$ cat config.mk
export PLATFORM = sky130hd
export DESIGN_NAME = sp_ram8x16_arb
export DESIGN_NICKNAME = d
export VERILOG_FILES = /design/src/rtl/sp_ram_arb_pkg.sv /design/src/rtl/sp_ram8x16_arb_rr_arb2.sv /design/src/rtl/sp_ram8x16_arb.sv
export SDC_FILE = /design/constraint.sdc
export NUM_CORES = 1
export LEC_CHECK = 0
export ABC_AREA = 1
export CAP_MARGIN = 5
export CORE_MARGIN = 2
export CORE_UTILIZATION = 25
export DETAILED_ROUTE_END_ITERATION = 7
export PLACE_DENSITY_LB_ADDON = 0.1
export SLEW_MARGIN = 20
export SYNTH_ARGS = -nofsm -noshare
export SYNTH_HDL_FRONTEND = slang
export SYNTH_SLANG_ARGS = --single-unit
$ cat constraint.sdc
create_clock -name wclk -period 1.6 [get_ports wclk]
set_input_delay 0.32 -clock wclk [delete_from_list [all_inputs] [get_ports wclk]]
set_output_delay 0.32 -clock wclk [all_outputs]
set_load 0.05 [all_outputs]
$ cat src/rtl/sp_ram_arb_pkg.sv
// Shared definitions for the two-requester arbiter in front of sp_ram8x16:
// arbiter state encoding and default RAM geometry.
package sp_ram_arb_pkg;

  localparam int ADDR_W_DEF = 3;
  localparam int DATA_W_DEF = 16;

  typedef enum logic [1:0] {
    IDLE  = 2'd0,
    GNT_A = 2'd1,
    GNT_B = 2'd2
  } arb_state_e;

endpackage

$ cat src/rtl/sp_ram8x16_arb_rr_arb2.sv
// Two-way round-robin pick: one-hot (or empty) selection from two eligibles,
// with a last-grant pointer that favours A on the first tie after reset.
module rr_arb2 (
  input  logic wclk,
  input  logic rst_n,
  input  logic elig_a,
  input  logic elig_b,
  output logic pick_a,
  output logic pick_b
);

  // 1 = B was granted most recently, so A wins the next tie
  logic last_b_reg;

  always_comb begin
    pick_a = elig_a & (~elig_b | last_b_reg);
    pick_b = elig_b & (~elig_a | ~last_b_reg);
  end

  always_ff @(posedge wclk or negedge rst_n) begin
    if (!rst_n) begin
      last_b_reg <= 1'b1;
    end else if (pick_a) begin
      last_b_reg <= 1'b0;
    end else if (pick_b) begin
      last_b_reg <= 1'b1;
    end
  end

endmodule

$ cat src/rtl/sp_ram8x16_arb.sv
// Round-robin arbiter sharing one synchronous single-port RAM between A and B.
// Optional grant counters (cnt_a/cnt_b) are built when SP_RAM_ARB_STATS_EN is defined.
module sp_ram8x16_arb
  import sp_ram_arb_pkg::*;
#(
  parameter int ADDR_W = ADDR_W_DEF,
  parameter int DATA_W = DATA_W_DEF
) (
  input  logic              wclk,
  input  logic              rst_n,
  input  logic              req_a,
  input  logic              req_b,
  input  logic              we_a,
  input  logic              we_b,
  input  logic [ADDR_W-1:0] addr_a,
  input  logic [ADDR_W-1:0] addr_b,
  input  logic [DATA_W-1:0] d_in_a,
  input  logic [DATA_W-1:0] d_in_b,
  output logic              gnt_a,
  output logic              gnt_b,
  output logic              rvalid_a,
  output logic              rvalid_b,
  output logic [DATA_W-1:0] rdata,
  output logic [ADDR_W-1:0] ram_addr,
  output logic [DATA_W-1:0] ram_d_in,
  output logic              ram_we,
`ifdef SP_RAM_ARB_STATS_EN
  output logic [15:0]       cnt_a,
  output logic [15:0]       cnt_b,
`endif
  input  logic [DATA_W-1:0] ram_d_out
);

  arb_state_e state_reg;
  logic       elig_a, elig_b;
  logic       pick_a, pick_b;
  // bit 0 = A, bit 1 = B; read-in-flight markers, one per RAM pipeline stage
  logic [1:0] rd_p1_reg, rd_p2_reg;

  // The state is the requester granted this cycle, so it cannot be re-granted
  assign elig_a = req_a & (state_reg != GNT_A);
  assign elig_b = req_b & (state_reg != GNT_B);

  rr_arb2 u_rr_arb2 (
    .wclk   (wclk),
    .rst_n  (rst_n),
    .elig_a (elig_a),
    .elig_b (elig_b),
    .pick_a (pick_a),
    .pick_b (pick_b)
  );

  always_ff @(posedge wclk or negedge rst_n) begin
    if (!rst_n) begin
      state_reg <= IDLE;
      gnt_a     <= 1'b0;
      gnt_b     <= 1'b0;
      ram_addr  <= '0;
      ram_d_in  <= '0;
      ram_we    <= 1'b0;
    end else begin
      gnt_a <= pick_a;
      gnt_b <= pick_b;
      if (pick_a) begin
        state_reg <= GNT_A;
        ram_addr  <= addr_a;
        ram_d_in  <= d_in_a;
        ram_we    <= we_a;
      end else if (pick_b) begin
        state_reg <= GNT_B;
        ram_addr  <= addr_b;
        ram_d_in  <= d_in_b;
        ram_we    <= we_b;
      end else begin
        state_reg <= IDLE;
        ram_we    <= 1'b0;
      end
    end
  end

  // RAM samples ram_addr one edge after grant; its output is captured one edge later
  always_ff @(posedge wclk or negedge rst_n) begin
    if (!rst_n) begin
      rd_p1_reg <= 2'b00;
      rd_p2_reg <= 2'b00;
      rvalid_a  <= 1'b0;
      rvalid_b  <= 1'b0;
      rdata     <= '0;
    end else begin
      rd_p1_reg <= {pick_b & ~we_b, pick_a & ~we_a};
      rd_p2_reg <= rd_p1_reg;
      rvalid_a  <= rd_p2_reg[0];
      rvalid_b  <= rd_p2_reg[1];
      if (|rd_p2_reg) begin
        rdata <= ram_d_out;
      end
    end
  end

`ifdef SP_RAM_ARB_STATS_EN
  always_ff @(posedge wclk or negedge rst_n) begin
    if (!rst_n) begin
      cnt_a <= 16'h0000;
      cnt_b <= 16'h0000;
    end else begin
      if (pick_a && cnt_a != 16'hFFFF) begin
        cnt_a <= cnt_a + 16'h0001;
      end
      if (pick_b && cnt_b != 16'hFFFF) begin
        cnt_b <= cnt_b + 16'h0001;
      end
    end
  end
`endif

endmodule

==> results of run 1 <==
layout by cell type, fill, tap and decap left out:
| cell | Yosys | final |
|---|---|---|
| a21boi_1 | 1 | 1 |
| a21boi_2 | 1 | 1 |
| buf_12 | 1 | 3 |
| buf_2 | 7 | 1 |
| buf_4 | 2 | 44 |
| bufinv_16 | 0 | 1 |
| clkbuf_8 | 0 | 5 |
| clkdlybuf4s50_1 | 0 | 58 |
| clkinvlp_4 | 0 | 2 |
| dfrtp_1 | 45 | 45 |
| dfstp_2 | 1 | 1 |
| inv_1 | 24 | 24 |
| inv_2 | 2 | 2 |
| mux2_2 | 16 | 16 |
| nand2_1 | 92 | 92 |
| nand2_2 | 10 | 10 |
| nand3_1 | 21 | 21 |
| nor2_1 | 2 | 2 |
| nor2_2 | 1 | 1 |
| o21ai_0 | 1 | 1 |
metrics by stage:
stage | power (mW) | cell area [µm²] | setup WS [ps]
after detailed placement | 4.66 | 3090 | 4.70
final | 5.46 | 3200 | 316
after global placement | 4.65 | 3090 | -1.88
after CTS | 5.55 | 3200 | 319
after global routing | 5.79 | 3200 | 192
after floorplan | 3.70 | 2060 | 153
layer usage:
metal,GRT usage,wire length (µm)
met1,0.134,2100
met2,0.171,2090
met3,0.0351,430
met4,0.0326,48
met5,0,0
final cells by class:
cell class	count	area, µm²	area share
well taps	105	131	0.0410
multi-input cells	145	731	0.228
inverters	26	97.6	0.0305
clock buffers	5	68.8	0.0215
repair buffers	106	976	0.305
flip-flops and latches	46	1150	0.360
clock inverters	3	45.0	0.0141
worst min path at each step:
stage / from / end / slack [ps] / cells after the start
finish: rst_n / rdata[12] / -3 / 2
global route: rst_n / rdata[12] / 20 / 2
CTS: rst_n / rdata[12] / 4 / 2
detailed placement: rst_n / rdata[12] / 330 / 2
global placement: rd_p1_reg[1] / rd_p2_reg[1] / 330 / 0
floorplan: rst_n / gnt_b / 20 / 0
power breakdown:
group / switching, mW / internal (mW) / total, mW
combinational: 1.88 / 0.955 / 2.83
sequential: 0.216 / 1.55 / 1.77
clock: 0.392 / 0.464 / 0.857
cell families (layout without fill, tap and decap cells):
| kind of cell | Yosys count | count (layout) | synth area share |
|---|---|---|---|
| AO/OA/AOI/OAI | 3 | 3 | 0.0115 |
| buffers and inverters | 37 | 140 | 0.0868 |
| flip-flops | 46 | 46 | 0.559 |
| multiplexers | 16 | 16 | 0.0874 |
| AND/OR/NAND/NOR | 126 | 126 | 0.255 |
worst register-to-register path: cells and delay by family (launching register included):
family / cells / cell delay, ps
buffers and inverters: 1 / 200
flip-flops: 1 / 550
AND/OR/NAND/NOR: 5 / 420
==> flow_summary_export.csv, run 1 <==
group,metric,value,unit
outcome,status,"finished, violations left",
outcome,violations,"negative hold slack",
clocking,clock_latency,300,ps
critical_path,timing.rr.start,"u_rr_arb2.last_b_reg",
placed_design,io_buffers,99,
floorplanning,die-area,0.00899,mm²
power,ir_drop,0.413,mV
floorplanning,die_w,94.8,µm
floorplanning,io_pins,100,
floorplanning,core_area,0.00809,mm²
timing,finClkSkew,6.25,ps
timing,finalSetupViolCount,0,
critical_path,crit_end,"ram_d_in[15]",
critical_path,cp_max_fo,40,
timing,holdWs,-3.15,ps
clocking,clock_path_buffers,2,
synthesis,synthCells,228,
critical_path,worstPathRequired,1790,ps
critical_path,timing.rr.end,"ram_d_in[5]",
timing,rsz0062_at_grt,"false",
final_layout,final_core_util,0.396,
detailed_routing,drt-total-wl,4670,µm
clocking,cts-root-buf,"clkbuf_8",
timing,fmax,779,MHz
synthesis,syn-num-nets,288,
global_route,track_usage,0.106,
global_route,grt_remaining_overflow,0,
final_layout,n_antenna_cell,0,
synthesis,synth-edff-count,0,
final_layout,drive_above_1_share,0.263,
critical_path,crit_chain,"clkdlybuf4s50_1, a21boi_2, nand2_1, buf_12, nand3_1, nand2_1",
critical_path,worst-path-stages,6,
power,power.leakage,1.66,nW
timing,worst_pin_slew,297,ps
clocking,cts.repair.resized,0,
critical_path,path_delay_family,"buffers and inverters",
final_layout,top_regs,"ram_d_in (16), rdata (16), ram_addr (3)",
critical_path,cp_common_cell,"nand2_1",
power,power_density,1710,mW/mm²
flow_run,maxCapViolations,0,
clocking,ctsHtreeMaxLevel,2,
critical_path,arrival,1480,ps
detailed_routing,first_pass_iters,3,
synthesis,yosysSeqAreaShare,0.559,
synthesis,synthTopCellsByCount,"nand2_1, dfrtp_1, inv_1, nand3_1, mux2_2",
final_layout,areaGrowthSynthToFinish,55.3,%
final_layout,nFillCells,861,
synthesis,synth_area_per_cell,9.04,µm²
hold_path,hp-class,"in -> async",
critical_path,path_buf_inv,2,
timing,fin_crit,1280,ps
detailed_routing,ant_nets,0,
timing,hold_viol,5,
detailed_routing,drc,0,
clocking,post_cts_buffers,0,
clocking,cts_buffers,5,
synthesis,synthTopCellsByArea,"dfrtp_1, nand2_1, mux2_2",
global_route,grt_pass1_vias,1576,
detailed_routing,dr.first_iter.drc_count,43,
synthesis,dominantRegCellSynth,"dfrtp_1",
global_route,grt_pass1_wl,7440,µm
floorplanning,row_count,33,
critical_path,crit_path_start_kind,"input pin",
final_layout,final_cells,436,
global_route,grt_max_degree,42,
synthesis,synth_top_area_share,0.546,
critical_path,reg2reg_setup_slack,320,ps
placed_design,routabilityCongestion,0.668,
floorplanning,initial_core_util,0.255,
clocking,cts_tree,"built",
critical_path,crit_slowest_cell,"clkdlybuf4s50_1",
synthesis,ys_warn_count,0,
synthesis,synth.cell_area,0.00206,mm²
final_layout,nets,390,
critical_path,crit_type,"in -> reg",
critical_path,max_stage_delay,480,ps
floorplanning,die_h,94.8,µm
critical_path,crit_path_start,"req_a",
synthesis,synth.distinct_cells,17,
global_route,antenna_found_initial,0,
clocking,clock_sinks,46,
detailed_routing,num_vias,1742,
synthesis,synth.most_common_cell,"nand2_1",
synthesis,yosys.area.top_type,"dfrtp_1",
synthesis,async_flop_share,1.00,
detailed_routing,viasPerCell,4.00,
critical_path,critPathCaptureType,"flop",
placed_design,placedCellCount,428,
timing,finalCritPeriodShare,0.802,
clocking,cts-hold-fix-buffers,0,
clocking,clk_pin_slew_worst_paths,90,ps
critical_path,reg2regPathDepth,6,
placed_design,dp_hpwl,3370,µm
synthesis,ys_ff_latch,46,
detailed_routing,post_drt_wl_per_cell,10.7,µm
timing,fin_tns_setup,0,ps
timing,slew_headroom,0.802,
timing,maxSlewViolCount,0,
Power figures use the tool's default switching activity.
==> run 2: changes to the inputs <==
Clock period 1.6 ns to 1.3 ns, I/O delays scaled along.
==> flow_summary_export.csv, run 2 (synthesized netlist as in run 1, its figures left out) <==
group,metric,value,unit
floorplanning,die_h,94.8,µm
floorplanning,initial_core_util,0.255,
final_layout,stdcell_area,0.00383,mm²
detailed_routing,drc,0,
global_route,grt_max_degree,41,
final_layout,nFillCells,804,
final_layout,areaGrowthSynthToFinish,85.9,%
power,ir_drop,0.590,mV
outcome,status,"completed",
timing,finalSetupViolCount,0,
critical_path,cp_max_fo,11,
clocking,cts_buffers,5,
global_route,antenna_found_initial,0,
floorplanning,core_area,0.00809,mm²
hold_path,hp-class,"reg -> reg",
clocking,clock_sinks,46,
clocking,clock_latency,290,ps
global_route,track_usage,0.113,
floorplanning,die_w,94.8,µm
final_layout,final_cell_mix,"nand2_1, clkdlybuf4s50_1, buf_12",
global_route,grt_pass1_vias,1724,
timing,slew_headroom,0.738,
detailed_routing,post_drt_wl_per_cell,11.7,µm
clocking,clk_pin_slew_worst_paths,80,ps
final_layout,n_antenna_cell,0,
placed_design,placed_cell_area,0.00361,mm²
timing,worst_pin_slew,392,ps
timing,finalCritPeriodShare,0.976,
critical_path,crit_type,"in -> reg",
floorplanning,io_pins,100,
flow_run,maxCapViolations,0,
clocking,clock_path_buffers,2,
final_layout,top_regs,"ram_d_in (16), rdata (16), ram_addr (3)",
detailed_routing,ant_nets,0,
timing,fmax,789,MHz
floorplanning,row_count,33,
placed_design,io_buffers,99,
critical_path,critPathCaptureType,"flop",
final_layout,drive_above_1_share,0.289,
detailed_routing,first_pass_iters,5,
detailed_routing,dr.first_iter.drc_count,62,
timing,finClkSkew,3.81,ps
critical_path,crit_path_start_kind,"input pin",
clocking,cts_tree,"built",
placed_design,pre_cts_ws,-231,ps
placed_design,placedCellCount,429,
clocking,cts-root-buf,"clkbuf_8",
global_route,grt_pass1_wl,7820,µm
timing,hold_viol,0,
critical_path,arrival,1460,ps
floorplanning,die-area,0.00899,mm²
clocking,ctsHtreeMaxLevel,2,
final_layout,final_common_cell,"nand2_1",
final_layout,final_cells,441,
placed_design,routabilityCongestion,0.708,
detailed_routing,num_vias,1771,
power,power.leakage,1.90,nW
power,power_density,2110,mW/mm²
timing,rsz0062_at_grt,"true",
timing,holdWs,353,ps
timing,layout_setup_ws,31.8,ps
detailed_routing,drt-total-wl,5170,µm
timing,fin_crit,1270,ps
critical_path,worstPathRequired,1490,ps
detailed_routing,viasPerCell,4.02,
global_route,grt_remaining_overflow,0,
final_layout,nets,395,
timing,maxSlewViolCount,0,
placed_design,dp_hpwl,3700,µm
==> run 2: changes by cell type in the layout (fill, tap and decap cells not counted), moves of 2 or more <==
cell / before / now
nand3_1: 21 / 19
clkbuf_16: 0 / 2
nand2_1: 92 / 90
buf_4: 44 / 2
clkinvlp_4: 2 / 0
buf_12: 3 / 46
nand2_4: 0 / 2
nand3_2: 0 / 2
==> run 2: area by class of cell <==
class / instances / area, µm² / share of cell area
clock inverters: 1 / 5.00 / 0.00131
well taps: 105 / 131 / 0.0343
repair buffers: 111 / 1590 / 0.415
inverters: 26 / 97.6 / 0.0255
flip-flops and latches: 46 / 1150 / 0.301
clock buffers: 7 / 86.3 / 0.0225
multi-input cells: 145 / 767 / 0.200
==> run 2: through the flow <==
step / util / setup TNS, ps / total power [mW]
final: 0.474 / 0 / 8.09
after global routing: 0.474 / -202 / 8.49
after CTS: 0.459 / 0 / 8.02
after detailed placement: 0.446 / -4880 / 7.10
after global placement: 0.446 / -4200 / 7.06
after floorplan: - / 0 / 4.55
==> run 2: final timing paths <==
check	slack (ps)	startpoint	endpoint	cells after the start
hold reg to reg	350	rd_p1_reg[1]	rd_p2_reg[1]	0
min in group asynchronous	430	rst_n	rd_p1_reg[0]	2
setup / recovery	30	req_b	ram_d_in[2]	6
setup reg to reg	60	state_reg[0]	ram_d_in[2]	6
hold / removal	350	rd_p1_reg[1]	rd_p2_reg[1]	0
max in group asynchronous	460	rst_n	rdata[10]	3
==> run 2: what timing repair did <==
action / in CTS / in global routing
gates resized for setup: 1 / 15
gates cloned: 0 / 2
hold buffers: 1 / 0
hold endpoints to repair: 11 / 0
pin swaps: 0 / 2
setup buffers: 0 / 1
endpoints found under the setup margin: 1 / 20
==> run 2: worst max-delay path, cell delays in order <==
cell and delay [ps]:
clkdlybuf4s50_1 520, a21boi_2 240, nand2_4 110, clkbuf_16 180, nand3_1 90, nand2_1 60
==> run 2: layer usage <==
metal  GRT usage  routed length [µm]
met4      0.0580                  71
met3      0.0319                 427
met5           0                   0
met1       0.132                2160
met2       0.190                2520
==> run 2: power breakdown <==
part	total [mW]	internal (mW)	switching [mW]
combinational	4.78	2.38	2.40
clock	0.883	0.429	0.454
sequential	2.42	1.92	0.507
total	8.09	4.73	3.36
==> RTL edit 1 (settings of run 2) <==
Add a define of `SP_RAM_ARB_STATS_EN`.
--- a/src/rtl/sp_ram8x16_arb.sv
+++ b/src/rtl/sp_ram8x16_arb.sv
@@ -1,5 +1,7 @@
 // Round-robin arbiter sharing one synchronous single-port RAM between A and B.
 // Optional grant counters (cnt_a/cnt_b) are built when SP_RAM_ARB_STATS_EN is defined.
+`define SP_RAM_ARB_STATS_EN
+
 module sp_ram8x16_arb
   import sp_ram_arb_pkg::*;
 #(
Behaviour (old outputs only; new: cnt_a and cnt_b): unchanged (Yosys induction, for registers that start in step).
==> RTL edit 1 against run 2 <==
- final area is 100% higher
- cell count is 110% higher
- worst setup slack worse by 150 ps
- first-iteration DRC count grew to 2.7 times the old value
- sequential cell count is 32 higher
- area after synthesis is 87% higher
- total power is 65% higher
- highest routed layer unchanged
- largest power group unchanged
- the flow now finishes with violations (negative setup slack)
- fmax is 10% lower
- routed wire length is 130% higher
==> RTL edit 1: results (changes against run 2) <==
DP HPWL=8110 µm (+120%); proportion of layout cells with a drive suffix above 1=0.412 (+0.123); Async SR Flop Fraction=1.00 (unchanged); M1 wire length=5090 µm (+140%); Tot GR Track Use=0.146 (+0.0326); Clk pin slew, worst setup/hold paths=60 ps (-20 ps); violations in the final reports=negative setup slack; Synth area leaders=dfrtp_1, nand2_1, mux2_2; slowest CP cell=dfrtp_2; setup_tns=-3860 ps (-3860 ps); Net Count, Synth=547 (+90%); initial antenna violation count=0 (unchanged); DP Area=6770 µm² (+87%); Cells after DPL=865 (+100%); Setup Skew=6.18 ps (+2.37 ps); first-pass GRT wire length=19200 µm (+140%); largest net degree at the start of global routing=79 (+93%); sequential-to-total area share from yosys stat=0.506 (-0.0534); NumNets Final=785 (+99%); Crit Path Max Fanout=7 (-4); Syn. warnings=0 (unchanged); cts bufs inserted=9 (+4); Max stage delay on crit path=390 ps (-130 ps); CTS HTree Levels=3 (+1); synth unique cells=25 (+8); outcome=finished with violations; Final Hold Viols=0 (unchanged); setup violators final=63 (+63); worst skew pair latency=340 ps (+50 ps); post-route insts no fill=916 (+110%); clock root buffer=clkbuf_16; Vias/cell=4.28 (+6.7%); static leakage=3.65 nW (+92%); IO Port Bufs=131 (+32%); vias in the first global route=3964 (+130%); met2 wire len=5840 µm (+130%); Fill cells=1368 (+70%); initial drt markers=169 (+170%); Worst EP arrival=1690 ps (+230 ps); top_reg_cell synth=dfrtp_1; Hold Crit Class=flop to flop; Worst VDD drop=865 µV (+46%); setup ws final=-115 ps (-147 ps); RePlAce Congestion=0.778 (+9.8%); Synth Area per Inst=7.97 µm² (-12%); 1st-pass router iterations=4 (-1); top post-synthesis cells by count=nand2_1, dfrtp_1, nor2_1; met3 wire len=546 µm (+28%); top layer in use=met4; Inserted Diodes=0 (unchanged); Longest Clk Path Bufs=2 (unchanged); Worst Tran Pin Value=438 ps (+45.7 ps); post-DR wirelength/cell=12.8 µm (+8.9%)
[RTL edit 1: cell count changes after synthesis, sizes merged, moves of 2 or more]
cell / before / now
nand4: 0 / 8
nand3b: 0 / 2
o21ai: 1 / 31
dfrtp: 45 / 77
nor2: 3 / 44
a21boi: 2 / 0
nand3: 21 / 15
xnor2: 0 / 3
nand2: 102 / 233
xor2: 0 / 8
ha: 0 / 2
inv: 26 / 32
[RTL edit 1: layout make-up]
cell class,instances,area share
clock inverter,7,0.0163
sequential,78,0.253
timing repair buffer,238,0.405
inverter,32,0.0169
tap,188,0.0300
multi-input combinational,364,0.250
clock buffer,9,0.0287
[RTL edit 1: layer usage]
metal | global-route usage | vias up
li1 | - | 2003
met1 | 0.181 | 1813
met2 | 0.242 | 95
met3 | 0.0388 | 13
met4 | 0.0595 | 0
met5 | 0 | -
[RTL edit 1: worst paths after layout]
kind,from,to,slack [ps],cells after the start
max in group asynchronous,rst_n,u_rr_arb2.last_b_reg$_DFFE_PN1P_,440,3
min,rd_p1_reg[1]$_DFF_PN0_,rd_p2_reg[1]$_DFF_PN0_,350,0
min reg2reg,rd_p1_reg[1]$_DFF_PN0_,rd_p2_reg[1]$_DFF_PN0_,350,0
max,cnt_a[1]$_DFFE_PN0P_,cnt_a[2]$_DFFE_PN0P_,-110,9
max reg2reg,cnt_a[1]$_DFFE_PN0P_,cnt_a[2]$_DFFE_PN0P_,-110,9
min in group asynchronous,rst_n,cnt_a[3]$_DFFE_PN0P_,500,3
[RTL edit 1: timing repair]
action | in CTS | in global routing
gates resized for setup | 65 | 57
hold endpoints to repair | 77 | 0
endpoints found under the setup margin | 82 | 85
setup buffers | 15 | 15
pin swaps | 7 | 19
cloned | 1 | 3
hold buffers | 1 | 0
[RTL edit 1: kinds of logic (layout without fill, tap and decap cells)]
logic type | count (synthesis) | count (layout) | share of synthesized area
compound gates | 32 | 32 | 0.0444
xor+xnor | 11 | 11 | 0.0249
fa+ha+maj | 2 | 2 | 0.00648
buf+inv | 43 | 286 | 0.0515
flops | 78 | 78 | 0.506
mux | 16 | 16 | 0.0466
simple gates | 303 | 303 | 0.321
[RTL edit 1: worst max-delay path: cells and delay by family (launching register included)]
kind                       cells  cell delay, ps
DFF                            1             390
buffers and inverters          2             290
and+or+nand+nor                6             490
adders and majority gates      1             160
[RTL edit 1: power breakdown]
group,internal (mW),leakage (nW),switching [mW]
sequential,2.99,0.953,0.586
combinational,3.46,2.52,3.30
clock,1.91,0.173,1.10
[RTL edit 1: through the flow]
step                total power [mW]  setup WS [ps]   util
floorplan                       6.31           -293      -
global placement                9.67           -500  0.447
detailed placement              9.72           -538  0.447
CTS                             13.2           -102  0.495
global route                    14.0           -199  0.517
finish                          13.4           -115  0.517
==> RTL edit 2 (settings of run 2) <==
Made on the original files. The 3 states of `arb_state_e` get a one-hot encoding in 3 bits.
--- a/src/rtl/sp_ram_arb_pkg.sv
+++ b/src/rtl/sp_ram_arb_pkg.sv
@@ -5,10 +5,10 @@
   localparam int ADDR_W_DEF = 3;
   localparam int DATA_W_DEF = 16;
 
-  typedef enum logic [1:0] {
-    IDLE  = 2'd0,
-    GNT_A = 2'd1,
-    GNT_B = 2'd2
+  typedef enum logic [2:0] {
+    IDLE  = 3'b001,
+    GNT_A = 3'b010,
+    GNT_B = 3'b100
   } arb_state_e;
 
 endpackage
Check against the original RTL: no difference found for any inputs over 10 cycles, from zero or initial values and one cycle with rst_n low; not proved beyond that.
==> RTL edit 2 against run 2 <==
- the run now ends with negative setup slack left
- critical endpoint is now ram_addr[0]$_DFFE_PN0P_
- highest routed layer unchanged
- final area increased by 4.4%
- core utilization up 1.3 points
- area after synthesis increased by 3.3%
- worst hold slack worse by 12 ps
- total power decreased by 10%
- critical path type is now flop to flop
- worst setup slack got worse by 54 ps
- sequential cell count grew 1
- routed wire length is 6.1% higher
- global-route usage rose by 0.39 points
==> RTL edit 2: results (changes against run 2) <==
setup violators final=4 (+4); setup_tns=-36.3 ps (-36.3 ps); vias in the first global route=1840 (+6.7%); Place WS=-200 ps (+31.5 ps); Synth area leaders=dfrtp_1, nand2_1, mux2_2; DP Area=3710 µm² (+2.7%); static leakage=1.96 nW (+3.2%); Fill cells=742 (-7.7%); 1st-pass router iterations=4 (-1); NumNets Final=408 (+3.3%); switching power total=2.76 mW (-18%); flip-flop and latch area=1180 µm² (+2.3%); Synth Area in Compound Gates=0.00764 (-0.00389); mux share of post-synthesis cell area=0.0846 (-0.00277); sequential-to-total area share from yosys stat=0.553 (-0.00539); initial drt markers=30 (-52%); Setup Skew=3.55 ps (-0.260 ps); Net Count, Synth=294 (+2.1%); first-pass GRT wire length=8300 µm (+6.1%); Tot GR Track Use=0.117 (+0.00394); Longest Clk Path Bufs=2 (unchanged); Top Registers=ram_d_in x16, rdata x16; Hold Crit Class=input pin to asynchronous set/reset pin; largest net degree at the start of global routing=24 (-41%); Vias=1874 (+5.8%); outcome=finished with violations; RePlAce Congestion=0.747 (+5.4%); violations in the final reports=negative setup slack; top_reg_cell synth=dfrtp_1; setup ws final=-22.4 ps (-54.2 ps); DP HPWL=4140 µm (+12%); routed wire length=5490 µm (+6.1%); synth unique cells=18 (+1); max_slew headroom=0.810 (+0.0713); proportion of layout cells with a drive suffix above 1=0.347 (+0.0580); GR Overflow Total=0 (unchanged); top post-synthesis cells by count=nand2_1, dfrtp_1, inv_1; Worst VDD drop=558 µV (-5.5%)
[RTL edit 2: metal layers]
metal  GRT usage  share of wire  up-vias
met5           0              0        -
met4      0.0458          0.016        0
met3      0.0345          0.089        7
met2       0.192           0.45       77
met1       0.145           0.44      852
li1            -              -      938
[RTL edit 2: critical path, stage by stage (launching register included)]
cell and delay, ps:
dfstp_2 550, inv_2 40, nand3_4 100, nand3_4 100
nand2_4 120, buf_6 140, nand2_1 50, nand2_1 60
nand2_1 50
[RTL edit 2: logic make-up after synthesis]
group | count (synthesis)
AND/OR/NAND/NOR | 130
buffers and inverters | 39
AO/OA/AOI/OAI | 2
multiplexers | 16
flip-flops | 47
[RTL edit 2: final timing paths]
path	start	to	cells past startpoint
setup / recovery	state_reg[0]$_DFF_PN1_	ram_addr[0]$_DFFE_PN0P_	8
hold / removal	rst_n	rdata[11]$_DFFE_PN0P_	2
setup reg to reg	state_reg[0]$_DFF_PN1_	ram_addr[0]$_DFFE_PN0P_	8
hold reg to reg	rd_p1_reg[0]$_DFF_PN0_	rd_p2_reg[0]$_DFF_PN0_	0
max in group asynchronous	rst_n	u_rr_arb2.last_b_reg$_DFFE_PN1P_	3
min in group wclk	rd_p1_reg[0]$_DFF_PN0_	rd_p2_reg[0]$_DFF_PN0_	0
[RTL edit 2: repair_timing]
item,4_1_cts,5_1_grt
resized for setup,1,38
buffers inserted,0,1
endpoints found under the setup margin,12,20
cloned,0,2
hold endpoints to repair,6,0
pin swaps,0,19
hold buffers,1,0
[RTL edit 2: per-stage QoR]
stage	instances	hold WS, ps
after floorplan	234	-35.6
after global placement	442	131
after detailed placement	442	130
after CTS	451	346
after global routing	454	359
final	454	341
[RTL edit 2: final cells by class]
type | instances | area share
Multi-Input combinational cell | 148 | 0.207
Timing Repair Buffer | 118 | 0.406
Inverter | 28 | 0.0263
Tap cell | 105 | 0.0328
Clock buffer | 6 | 0.0181
Sequential cell | 47 | 0.295
Clock inverter | 2 | 0.0150
[RTL edit 2: power by group through the flow]
stage	Clock, mW	Combinational (mW)	Sequential (mW)
6_report	1.25	3.80	2.23
5_1_grt	1.35	4.00	2.28
4_1_cts	1.30	3.68	2.23
3_5_place_dp	0	3.67	2.26
3_3_place_gp	0	3.66	2.25
2_1_floorplan	0	0.671	3.24
